### config.mk
export PLATFORM = sky130hd
export DESIGN_NAME = id_operand_unit_flat
export DESIGN_NICKNAME = d
export VERILOG_FILES = /design/src/rtl/id_operand_unit_pkg.sv /design/src/rtl/id_operand_unit_if.sv /design/src/rtl/id_fwd_mux.sv /design/src/rtl/id_operand_unit.sv /design/src/flat_wrapper.sv
export SDC_FILE = /design/constraint.sdc
export NUM_CORES = 1
export LEC_CHECK = 0
export ABC_AREA = 1
export CAP_MARGIN = 0
export CORE_UTILIZATION = 45
export DETAILED_ROUTE_END_ITERATION = 12
export PLACE_DENSITY_LB_ADDON = 0.12
export SLEW_MARGIN = 20
export SYNTH_ARGS = -nofsm -noshare
export SYNTH_HDL_FRONTEND = slang
export SYNTH_SLANG_ARGS = --single-unit
### constraint.sdc
create_clock -name clk -period 8.7 [get_ports clk]
set_input_delay 2.175 -clock clk [delete_from_list [all_inputs] [get_ports clk]]
set_output_delay 2.175 -clock clk [all_outputs]
set_load 0.01 [all_outputs]
### src/rtl/id_operand_unit_pkg.sv
// Shared constants and operand-source encoding for the ID operand/hazard unit.
package id_operand_unit_pkg;

    localparam logic [31:0] ZeroWord     = 32'h0000_0000;
    localparam logic [4:0]  NOPRegAddr   = 5'd0;
    localparam logic        WriteEnable  = 1'b1;
    localparam logic        WriteDisable = 1'b0;
    localparam logic        Stop         = 1'b1;
    localparam logic        NoStop       = 1'b0;

    typedef enum logic [2:0] {
        SRC_IMM,
        SRC_ZERO,
        SRC_FWD,
        SRC_WB,
        SRC_HAZ,
        SRC_RF
    } op_src_t;

endpackage

### src/rtl/id_operand_unit_if.sv
// Decoder / pipeline-side bundle of the ID operand unit; master drives requests, slave resolves.
interface id_operand_unit_if #(
    parameter int DATA_W  = 32,
    parameter int ADDR_W  = 5,
    parameter int NUM_FWD = 2,
    parameter int CNT_W   = 16
);
    logic                      rs_read;
    logic [ADDR_W-1:0]         rs_addr;
    logic                      rt_read;
    logic [ADDR_W-1:0]         rt_addr;
    logic [DATA_W-1:0]         imm;
    logic [DATA_W-1:0]         rs_data;
    logic [DATA_W-1:0]         rt_data;
    logic [NUM_FWD-1:0]        fwd_we;
    logic [NUM_FWD-1:0]        fwd_rdy;
    logic [NUM_FWD*ADDR_W-1:0] fwd_addr;
    logic [NUM_FWD*DATA_W-1:0] fwd_data;
    logic                      issue;
    logic                      flush;
    logic                      dest_long;
    logic [ADDR_W-1:0]         dest_addr;
    logic                      wb_done;
    logic [ADDR_W-1:0]         wb_addr;
    logic [DATA_W-1:0]         wb_data;
    logic [DATA_W-1:0]         reg1;
    logic [DATA_W-1:0]         reg2;
    logic                      stallreq;
    logic [CNT_W-1:0]          stall_cnt;

    modport master (
        output rs_read, rs_addr, rt_read, rt_addr, imm, rs_data, rt_data,
               fwd_we, fwd_rdy, fwd_addr, fwd_data, issue, flush,
               dest_long, dest_addr, wb_done, wb_addr, wb_data,
        input  reg1, reg2, stallreq, stall_cnt
    );

    modport slave (
        input  rs_read, rs_addr, rt_read, rt_addr, imm, rs_data, rt_data,
               fwd_we, fwd_rdy, fwd_addr, fwd_data, issue, flush,
               dest_long, dest_addr, wb_done, wb_addr, wb_data,
        output reg1, reg2, stallreq, stall_cnt
    );

endinterface

### src/rtl/id_fwd_mux.sv
// Per-operand source selection: forwarding, long-op bypass, scoreboard hazard, regfile or immediate.
module id_fwd_mux
    import id_operand_unit_pkg::*;
#(
    parameter int DATA_W  = 32,
    parameter int ADDR_W  = 5,
    parameter int NUM_FWD = 2,
    parameter int PEND_W  = 2
) (
    input  logic                      read,
    input  logic [ADDR_W-1:0]         addr,
    input  logic [DATA_W-1:0]         imm,
    input  logic [DATA_W-1:0]         rf_data,
    input  logic [NUM_FWD-1:0]        fwd_we,
    input  logic [NUM_FWD-1:0]        fwd_rdy,
    input  logic [NUM_FWD*ADDR_W-1:0] fwd_addr,
    input  logic [NUM_FWD*DATA_W-1:0] fwd_data,
    input  logic                      wb_done,
    input  logic [ADDR_W-1:0]         wb_addr,
    input  logic [DATA_W-1:0]         wb_data,
    input  logic [PEND_W-1:0]         pend_cnt,
    output logic [DATA_W-1:0]         operand,
    output logic                      hazard
);

    logic [NUM_FWD-1:0] match;
    logic               hit;
    logic               hit_rdy;
    logic [DATA_W-1:0]  hit_data;
    op_src_t            src;

    genvar gi;
    generate
        for (gi = 0; gi < NUM_FWD; gi++) begin : g_match
            assign match[gi] = fwd_we[gi] && (fwd_addr[gi*ADDR_W +: ADDR_W] == addr);
        end
    endgenerate

    // Scan oldest to youngest so the lowest matching index overrides.
    always_comb begin
        hit      = 1'b0;
        hit_rdy  = 1'b0;
        hit_data = '0;
        for (int i = NUM_FWD - 1; i >= 0; i--) begin
            if (match[i]) begin
                hit      = 1'b1;
                hit_rdy  = fwd_rdy[i];
                hit_data = fwd_data[i*DATA_W +: DATA_W];
            end
        end
    end

    always_comb begin
        src = SRC_RF;
        if (!read)
            src = SRC_IMM;
        else if (addr == '0)
            src = SRC_ZERO;
        else if (hit)
            src = hit_rdy ? SRC_FWD : SRC_HAZ;
        else if (wb_done && (wb_addr == addr) && (pend_cnt == PEND_W'(1)))
            src = SRC_WB;
        else if (pend_cnt != '0)
            src = SRC_HAZ;
    end

    always_comb begin
        operand = '0;
        hazard  = NoStop;
        case (src)
            SRC_IMM: operand = imm;
            SRC_FWD: operand = hit_data;
            SRC_WB:  operand = wb_data;
            SRC_HAZ: hazard  = Stop;
            SRC_RF:  operand = rf_data;
            default: operand = '0;
        endcase
    end

endmodule

### src/rtl/id_operand_unit.sv
// ID-stage operand resolution with a long-latency write scoreboard, stall request and stall counter.
module id_operand_unit
    import id_operand_unit_pkg::*;
#(
    parameter int DATA_W  = 32,
    parameter int ADDR_W  = 5,
    parameter int NUM_FWD = 2,
    parameter int PEND_W  = 2,
    parameter int CNT_W   = 16
) (
    input  logic             clk,
    input  logic             rst,
    id_operand_unit_if.slave bus
);

    localparam int                NREG     = 2 ** ADDR_W;
    localparam logic [PEND_W-1:0] PEND_MAX = {PEND_W{1'b1}};

    logic [PEND_W-1:0] pend_reg  [NREG];
    logic [PEND_W-1:0] pend_next [NREG];
    logic [CNT_W-1:0]  stall_cnt_reg;

    logic [DATA_W-1:0] op1;
    logic [DATA_W-1:0] op2;
    logic              haz1;
    logic              haz2;
    logic              cap_stall;
    logic              stall;
    logic              fire;
    logic              sb_set;
    logic              sb_clr;

    id_fwd_mux #(.DATA_W(DATA_W), .ADDR_W(ADDR_W), .NUM_FWD(NUM_FWD), .PEND_W(PEND_W)) u_mux_rs (
        .read(bus.rs_read), .addr(bus.rs_addr), .imm(bus.imm), .rf_data(bus.rs_data),
        .fwd_we(bus.fwd_we), .fwd_rdy(bus.fwd_rdy), .fwd_addr(bus.fwd_addr), .fwd_data(bus.fwd_data),
        .wb_done(bus.wb_done), .wb_addr(bus.wb_addr), .wb_data(bus.wb_data),
        .pend_cnt(pend_reg[bus.rs_addr]), .operand(op1), .hazard(haz1)
    );

    id_fwd_mux #(.DATA_W(DATA_W), .ADDR_W(ADDR_W), .NUM_FWD(NUM_FWD), .PEND_W(PEND_W)) u_mux_rt (
        .read(bus.rt_read), .addr(bus.rt_addr), .imm(bus.imm), .rf_data(bus.rt_data),
        .fwd_we(bus.fwd_we), .fwd_rdy(bus.fwd_rdy), .fwd_addr(bus.fwd_addr), .fwd_data(bus.fwd_data),
        .wb_done(bus.wb_done), .wb_addr(bus.wb_addr), .wb_data(bus.wb_data),
        .pend_cnt(pend_reg[bus.rt_addr]), .operand(op2), .hazard(haz2)
    );

    // A full counter cannot absorb another long write, so the issue must wait.
    assign cap_stall = bus.dest_long && (bus.dest_addr != '0) && (pend_reg[bus.dest_addr] == PEND_MAX);
    assign stall     = !rst && bus.issue && !bus.flush && (haz1 || haz2 || cap_stall);
    assign fire      = bus.issue && !bus.flush && !stall;
    assign sb_set    = fire && bus.dest_long && (bus.dest_addr != '0);
    assign sb_clr    = bus.wb_done && (bus.wb_addr != '0);

    assign bus.reg1      = rst ? '0 : op1;
    assign bus.reg2      = rst ? '0 : op2;
    assign bus.stallreq  = stall;
    assign bus.stall_cnt = stall_cnt_reg;

    genvar gi;
    generate
        for (gi = 0; gi < NREG; gi++) begin : g_sb
            logic set_hit;
            logic clr_hit;
            assign set_hit = sb_set && (bus.dest_addr == ADDR_W'(gi));
            assign clr_hit = sb_clr && (bus.wb_addr == ADDR_W'(gi));
            assign pend_next[gi] = (set_hit && !clr_hit) ? pend_reg[gi] + PEND_W'(1) :
                                   (clr_hit && !set_hit && pend_reg[gi] != '0) ? pend_reg[gi] - PEND_W'(1) :
                                   pend_reg[gi];
        end
    endgenerate

    always_ff @(posedge clk or posedge rst) begin
        if (rst) begin
            for (int i = 0; i < NREG; i++)
                pend_reg[i] <= '0;
        end else begin
            pend_reg <= pend_next;
        end
    end

    always_ff @(posedge clk or posedge rst) begin
        if (rst)
            stall_cnt_reg <= '0;
        else if (stall && (stall_cnt_reg != {CNT_W{1'b1}}))
            stall_cnt_reg <= stall_cnt_reg + CNT_W'(1);
    end

endmodule
### src/flat_wrapper.sv
// flat-port wrapper written by rule: the top's interface ports become plain ports
module id_operand_unit_flat import id_operand_unit_pkg::*;
#(
    parameter int DATA_W  = 32,
    parameter int ADDR_W  = 5,
    parameter int NUM_FWD = 2,
    parameter int PEND_W  = 2,
    parameter int CNT_W   = 16
)
  (clk, rst, bus_rs_read, bus_rs_addr, bus_rt_read, bus_rt_addr, bus_imm, bus_rs_data, bus_rt_data, bus_fwd_we, bus_fwd_rdy, bus_fwd_addr, bus_fwd_data, bus_issue, bus_flush, bus_dest_long, bus_dest_addr, bus_wb_done, bus_wb_addr, bus_wb_data, bus_reg1, bus_reg2, bus_stallreq, bus_stall_cnt);
  id_operand_unit_if #(.DATA_W(DATA_W), .ADDR_W(ADDR_W), .NUM_FWD(NUM_FWD), .CNT_W(CNT_W)) bus_i ();
  input  logic clk;
  input  logic rst;
  input wire logic [$bits(bus_i.rs_read)-1:0] bus_rs_read;
  input wire logic [$bits(bus_i.rs_addr)-1:0] bus_rs_addr;
  input wire logic [$bits(bus_i.rt_read)-1:0] bus_rt_read;
  input wire logic [$bits(bus_i.rt_addr)-1:0] bus_rt_addr;
  input wire logic [$bits(bus_i.imm)-1:0] bus_imm;
  input wire logic [$bits(bus_i.rs_data)-1:0] bus_rs_data;
  input wire logic [$bits(bus_i.rt_data)-1:0] bus_rt_data;
  input wire logic [$bits(bus_i.fwd_we)-1:0] bus_fwd_we;
  input wire logic [$bits(bus_i.fwd_rdy)-1:0] bus_fwd_rdy;
  input wire logic [$bits(bus_i.fwd_addr)-1:0] bus_fwd_addr;
  input wire logic [$bits(bus_i.fwd_data)-1:0] bus_fwd_data;
  input wire logic [$bits(bus_i.issue)-1:0] bus_issue;
  input wire logic [$bits(bus_i.flush)-1:0] bus_flush;
  input wire logic [$bits(bus_i.dest_long)-1:0] bus_dest_long;
  input wire logic [$bits(bus_i.dest_addr)-1:0] bus_dest_addr;
  input wire logic [$bits(bus_i.wb_done)-1:0] bus_wb_done;
  input wire logic [$bits(bus_i.wb_addr)-1:0] bus_wb_addr;
  input wire logic [$bits(bus_i.wb_data)-1:0] bus_wb_data;
  output wire logic [$bits(bus_i.reg1)-1:0] bus_reg1;
  output wire logic [$bits(bus_i.reg2)-1:0] bus_reg2;
  output wire logic [$bits(bus_i.stallreq)-1:0] bus_stallreq;
  output wire logic [$bits(bus_i.stall_cnt)-1:0] bus_stall_cnt;
  assign bus_i.rs_read = bus_rs_read;
  assign bus_i.rs_addr = bus_rs_addr;
  assign bus_i.rt_read = bus_rt_read;
  assign bus_i.rt_addr = bus_rt_addr;
  assign bus_i.imm = bus_imm;
  assign bus_i.rs_data = bus_rs_data;
  assign bus_i.rt_data = bus_rt_data;
  assign bus_i.fwd_we = bus_fwd_we;
  assign bus_i.fwd_rdy = bus_fwd_rdy;
  assign bus_i.fwd_addr = bus_fwd_addr;
  assign bus_i.fwd_data = bus_fwd_data;
  assign bus_i.issue = bus_issue;
  assign bus_i.flush = bus_flush;
  assign bus_i.dest_long = bus_dest_long;
  assign bus_i.dest_addr = bus_dest_addr;
  assign bus_i.wb_done = bus_wb_done;
  assign bus_i.wb_addr = bus_wb_addr;
  assign bus_i.wb_data = bus_wb_data;
  assign bus_reg1 = bus_i.reg1;
  assign bus_reg2 = bus_i.reg2;
  assign bus_stallreq = bus_i.stallreq;
  assign bus_stall_cnt = bus_i.stall_cnt;
  id_operand_unit #(.DATA_W(DATA_W), .ADDR_W(ADDR_W), .NUM_FWD(NUM_FWD), .PEND_W(PEND_W), .CNT_W(CNT_W)) u_core (.clk(clk), .rst(rst), .bus(bus_i));
endmodule
### Yosys cells after proc, flatten, opt, wreduce, memory -nomap -nowiden

Cells that the tools add are included.

| storage, ports and cells | value |
|---|---|
| flip-flop bits (word level) | 80 |
| bits of input ports | 234 |
| word-level logic and storage cells | 609 |
| output and inout port bits | 81 |

| cells by class | value |
|---|---|
| multiplexer cells | 103 |
| bitwise gates (word level) | 3 |
| add/subtract/negate cells | 65 |
| magnitude comparators | 3 |
| reductions and logical operators | 322 |
| eq/ne operators | 80 |

Operator list:

| cell | number |
|---|---|
| case mux 32 bit (4 select lines) | 2 |
| 2-to-1 mux 32 bit | 6 |
| logical AND 1 bit | 179 |
| equality test 5 bit (second input constant) | 32 |
| 2-to-1 mux 2 bit | 70 |
| nonzero test 2 bit | 66 |
| equality test 5 x 4 -> 1 bit (second input constant) | 16 |
| zero test 1 bit | 67 |
| adder 2 x 1 -> 2 bit (second input constant) | 32 |
| subtractor 2 x 1 -> 2 bit (second input constant) | 32 |
| equality test 5 x 3 -> 1 bit (second input constant) | 8 |
| binary-select mux 2 bit (select 5 bit) | 3 |
| equality test 5 bit | 6 |
| 2-to-1 mux 3 bit | 10 |
| equality test 5 x 2 -> 1 bit (second input constant) | 4 |
| zero test 5 bit | 4 |
| greater-or-equal comparator 6 bit (second input constant) | 3 |
| NOT 5 -> 6 bit | 3 |
| adder 16 x 1 -> 16 bit (second input constant) | 1 |
| != test 16 bit (second input constant) | 1 |
| equality test 3 x 2 -> 1 bit (second input constant) | 4 |
| equality test 3 bit (second input constant) | 4 |
| 2-to-1 mux 1 bit | 12 |
| equality test 5 x 1 -> 1 bit (second input constant) | 2 |
| 5 further kinds | 9 |

### Longest topological paths before layout

| depth | value |
|---|---|
| depth after elaboration | 25 |
| depth in mapped cells | 23 |
| gate-level depth less buffers | 20 |

### Modules after synthesis

From an unflattened synthesis, not the netlist that was laid out.

| second synthesis, totals | value |
|---|---|
| cell total of the unflattened synthesis | 2,383 |
| area total of the unflattened synthesis | 12,095.4 um2 |

By module, submodules not included:

| module | sequential area each (um2) | area each (um2) | instances | cells each |
|---|---|---|---|---|
| id_operand_unit | 2,001.9 | 7,633.6 | 1 | 1,349 |
| id_fwd_mux | 0.0 | 2,230.9 | 2 | 517 |

### Worst setup path after synthesis

OpenSTA, ideal clock, no wires.

| timing | value |
|---|---|
| kind | input to output |
| from | input port bus_rt_addr[3] |
| to | output port bus_reg2[0] |
| data required time | 6.525 ns |
| stages on the path | 15 |
| path buffers | 2 |
| data arrival time | 4.022 ns |
| path slack | 2.503 ns |
| cells stage by stage | buf_2 -> inv_2 -> nand2_1 -> a21oi_1 -> nand3_2 -> nand2_1 -> inv_1 -> nand3_1 -> nor2_1 -> nor2_2 -> inv_1 -> nor2_1 -> buf_2 -> nand3_1 -> a41oi_1 |

| on the way | value |
|---|---|
| word-level cells in the longest chain between the ends | 13 |
| elaborated cells on any way between the ends | 32 |
| classes of those cells | 7 x eq/ne; 17 x mux; 1 x bitwise; 7 x reduce/logical |

RTL lines:

| element | RTL line | text |
|---|---|---|
| start: declaration | flat_wrapper.sv:17 | `input wire logic [$bits(bus_i.rt_addr)-1:0] bus_rt_addr;` |
| NOT 5 -> 6 bit (implied by the code) | id_operand_unit.sv:44 | `.pend_cnt(pend_reg[bus.rt_addr]), .operand(op2), .hazard(haz2)` |
| binary-select mux 2 bit (select 5 bit) | id_operand_unit.sv:44 |  |
| 2-to-1 mux 2 bit (implied by the code) (2 in series) | id_operand_unit.sv:44 |  |
| nonzero test 2 bit or equality test 2 x 1 -> 1 bit (tied branches) | id_fwd_mux.sv:63, id_fwd_mux.sv:61 |  |
| 2-to-1 mux 1 bit or logical AND 1 bit (tied branches) | id_fwd_mux.sv:63, id_fwd_mux.sv:61 |  |
| 2-to-1 mux 3 bit | id_fwd_mux.sv:61 | `else if (wb_done && (wb_addr == addr) && (pend_cnt == PEND_W'(1)))` |
| 2-to-1 mux 3 bit | id_fwd_mux.sv:59 | `else if (hit)` |
| 2-to-1 mux 3 bit | id_fwd_mux.sv:57 | `else if (addr == '0)` |
| 2-to-1 mux 3 bit | id_fwd_mux.sv:55 | `if (!read)` |
| equality test 3 bit (tied with other cells) | id_fwd_mux.sv:70 | `case (src)` |
| case mux 32 bit (4 select lines) * | id_fwd_mux.sv:70 |  |
| 2-to-1 mux 32 bit * | id_operand_unit.sv:55 | `assign bus.reg2 = rst ? '0 : op2;` |
| end: declaration | flat_wrapper.sv:33 | `output wire logic [$bits(bus_i.reg2)-1:0] bus_reg2;` |

Every way passes the cells marked *; elsewhere a longest branch is shown, timed or not. The select of a mux whose other input is x is not followed.

### Worst setup path in the final report

| timing | value |
|---|---|
| from | input port bus_rs_addr[1] |
| to | output port bus_reg1[19] |

| on the way | value |
|---|---|
| word-level cells in the longest chain between the ends | 13 |
| elaborated cells on any way between the ends | 32 |
| classes of those cells | 7 x eq/ne; 17 x mux; 1 x bitwise; 7 x reduce/logical |

RTL lines:

| element | RTL line | text |
|---|---|---|
| start: declaration | flat_wrapper.sv:15 | `input wire logic [$bits(bus_i.rs_addr)-1:0] bus_rs_addr;` |
| NOT 5 -> 6 bit (implied by the code) | id_operand_unit.sv:37 | `.pend_cnt(pend_reg[bus.rs_addr]), .operand(op1), .hazard(haz1)` |
| binary-select mux 2 bit (select 5 bit) | id_operand_unit.sv:37 |  |
| 2-to-1 mux 2 bit (implied by the code) (2 in series) | id_operand_unit.sv:37 |  |
| nonzero test 2 bit or equality test 2 x 1 -> 1 bit (tied branches) | id_fwd_mux.sv:63, id_fwd_mux.sv:61 |  |
| 2-to-1 mux 1 bit or logical AND 1 bit (tied branches) | id_fwd_mux.sv:63, id_fwd_mux.sv:61 |  |
| 2-to-1 mux 3 bit | id_fwd_mux.sv:61 |  |
| 2-to-1 mux 3 bit | id_fwd_mux.sv:59 |  |
| 2-to-1 mux 3 bit | id_fwd_mux.sv:57 |  |
| 2-to-1 mux 3 bit | id_fwd_mux.sv:55 |  |
| equality test 3 bit (tied with other cells) | id_fwd_mux.sv:70 |  |
| case mux 32 bit (4 select lines) * | id_fwd_mux.sv:70 |  |
| 2-to-1 mux 32 bit * | id_operand_unit.sv:54 | `assign bus.reg1 = rst ? '0 : op1;` |
| end: declaration | flat_wrapper.sv:32 | `output wire logic [$bits(bus_i.reg1)-1:0] bus_reg1;` |

Marks and branches as above.

==> flow_summary.json <==
{
  "period_needed_ns": 8.10,
  "finalPower_w": 0.00173,
  "max_slew.worst_pin.slew_ns": 1.02,
  "syn-cell-area_mm2": 0.0105,
  "cp.arrival_ns": 5.93,
  "start_util_pct": 46.1,
  "layout.cells.non_filler": 2424,
  "port_buffers": 314,
  "path_clk_slew_ns": 0.07,
  "p_per_area_mw_per_mm2": 123,
  "grt-ovfl-total": 0,
  "p_leak_nw": 5.85,
  "synth_warnings": 0,
  "setup_viol": 0,
  "grt_pass1_wl_mm": 76.8,
  "finalWirelength_mm": 50.9,
  "postCtsSetupRepairBufs": 0,
  "grt_usage_pct": 41.3,
  "irDropWorstVdd_v": 0.000151,
  "core_area_mm2": 0.0228,
  "min_path_type": "flop to flop",
  "min_period_over_period_pct": 93.1,
  "synth_top_area_share_pct": 19.1,
  "die_x_um": 155,
  "ios": 315,
  "cts_tree": "yes",
  "cts_root_buf": "clkbuf_16",
  "path_max_fanout": 37,
  "avgSynthCellArea_um2": 5.64,
  "cp-start-kind": "input port",
  "clkSinkCount": 80,
  "cts_resized": 0,
  "rsz0062_at_grt": "false",
  "cts_hold_buf": 0,
  "outcome": "finished clean",
  "dr.pass1.iters": 7,
  "grt_max_degree": 65,
  "place.gp.congestion": 1.06,
  "ys_seq_elements": 80,
  "layout_setup_ws_ns": 0.599,
  "synthArstFlopShare_pct": 100,
  "fmax_mhz": 123,
  "ant_nets": 0,
  "viasPerCell": 6.19,
  "end_kind": "output pin",
  "wl_per_cell_um": 21.0,
  "ctsLongestPathBuffers": 2,
  "syn_nets": 2095,
  "htree_num_levels": 3,
  "cts_buffers": 9,
  "fp.dieH_um": 155,
  "clock_latency_ns": 0.36,
  "maxSlewViolCount": 0,
  "yosysMostFrequentCell": "nand2_1",
  "maxCapViolCount": 0,
  "dr.first_iter.drc_count": 2012,
  "fin_nets": 2338,
  "yosys_most_used_dff": "dfrtp_1",
  "dp.cells": 2405,
  "area_growth_pct": 34.4,
  "yosys.area.top_type": "nand2_1",
  "tns_ns": 0,
  "grt_pass1_vias": 13800,
  "ys_types": 41,
  "netlist_instances": 1860,
  "largest_reg_flops": 64,
  "crit_type": "input port to output pin",
  "slew_headroom_pct": 32.2,
  "num_rows": 55,
  "drive_above_1_share_pct": 4.22,
  "ys_seq_area_share_pct": 19.1,
  "dp.final_hpwl_mm": 38.3,
  "clock_skew_ns": 0.00652,
  "drc": 0,
  "synth_area_leaders": "nand2_1 (19%), dfrtp_1 (19%), nand3_1 (15%)",
  "required_ns": 6.53,
  "finalHoldViolCount": 0,
  "dp_slack_ns": 0.725,
  "grt_antenna_before_repair": 6,
  "synthTopCellsByCount": "nand2_1 (535), nand3_1 (310), inv_1 (222), nor2_1 (113), a21oi_1 (91)",
  "vias": 15000,
  "dieArea_mm2": 0.0239,
  "synth_edf_count": 0
}
-- power breakdown --
group          switching (W)  total, W  internal (W)
clock network       0.000190  0.000449      0.000258
logic               0.000425  0.000722      0.000298
registers           0.000116  0.000558      0.000442
total               0.000731   0.00173      0.000998
-- critical path: stages --
cell and delay (ns):
clkdlybuf4s50_1 0.78, buf_4 0.25, xor2_1 0.15, a21oi_1 0.06, nand3_1 0.20, nand2_1 0.17
inv_2 0.11, nand2_1 0.06, nor2_2 0.15, nor2_4 0.06, nor2_4 0.36, buf_12 0.27
nand3_1 0.10, a41oi_1 0.41, clkdlybuf4s50_1 0.61
-- placed cells by master, fill, tap and decap left out, drive strengths merged --
master / instances
a21boi: 1
a21oi: 92
a41oi: 64
buf: 40
bufinv: 2
clkbuf: 9
clkdlybuf4s50: 312
clkinv: 4
clkinvlp: 1
dfrtp: 80
diode: 3
ha: 1
inv: 237
nand2: 537
nand3: 314
nand3b: 3
nand4: 81
nor2: 120
nor3: 39
nor4: 2
nor4b: 1
o2111ai: 32
o211ai: 9
o21ai: 64
o221ai: 1
o22ai: 40
o31ai: 1
or2: 2
xnor2: 3
xor2: 16
-- stage by stage --
step / area [um2] / hold slack (ns) / utilization [%]
2_1_floorplan: 10500 / 0.450 / -
3_3_place_gp: 13800 / 0.395 / 60.5
3_5_place_dp: 13800 / 0.395 / 60.5
4_1_cts: 14100 / 0.411 / 61.9
5_1_grt: 14100 / 0.443 / 61.9
6_report: 14100 / 0.410 / 62.0
-- kinds of logic after synthesis --
kind of cell | after synthesis | share of synthesized area [%]
adders and majority gates | 1 | 0.119
and+or+nand+nor | 1099 | 46.3
DFF | 80 | 19.1
AOI/OAI and AO/OA | 304 | 18.8
buffers and inverters | 357 | 14.1
xor gates and xnor gates | 19 | 1.59
-- metal layers --
metal	global-route usage, %	routed length, um
met5	2.07	116
met1	53.0	19700
met3	11.6	6760
met2	64.0	21600
met4	18.8	2700
-- cell type report --
cell class | count | area [um2]
Antenna cell | 3 | 7.51
Sequential cell | 80 | 2000
Clock buffer | 9 | 225
Fill cell | 2226 | 8670
Clock inverter | 7 | 108
Tap cell | 313 | 392
Multi-Input combinational cell | 1423 | 7040
Inverter | 237 | 896
Timing Repair Buffer | 352 | 3440
-- worst paths after layout --
path	startpoint	end	slack [ns]	depth (start not counted)
max in group asynchronous	rst	u_core.pend_reg[26]	5.40	3
min	u_core.pend_reg[62]	u_core.pend_reg[62]	0.41	0
max reg2reg	u_core.pend_reg[26]	u_core.pend_reg[10]	5.33	19
min in group asynchronous	rst	u_core.pend_reg[8]	2.22	2
min reg2reg	u_core.pend_reg[62]	u_core.pend_reg[62]	0.41	0
max	bus_rs_addr[1]	bus_reg1[19]	0.60	15
Power figures use the tool's default switching activity.
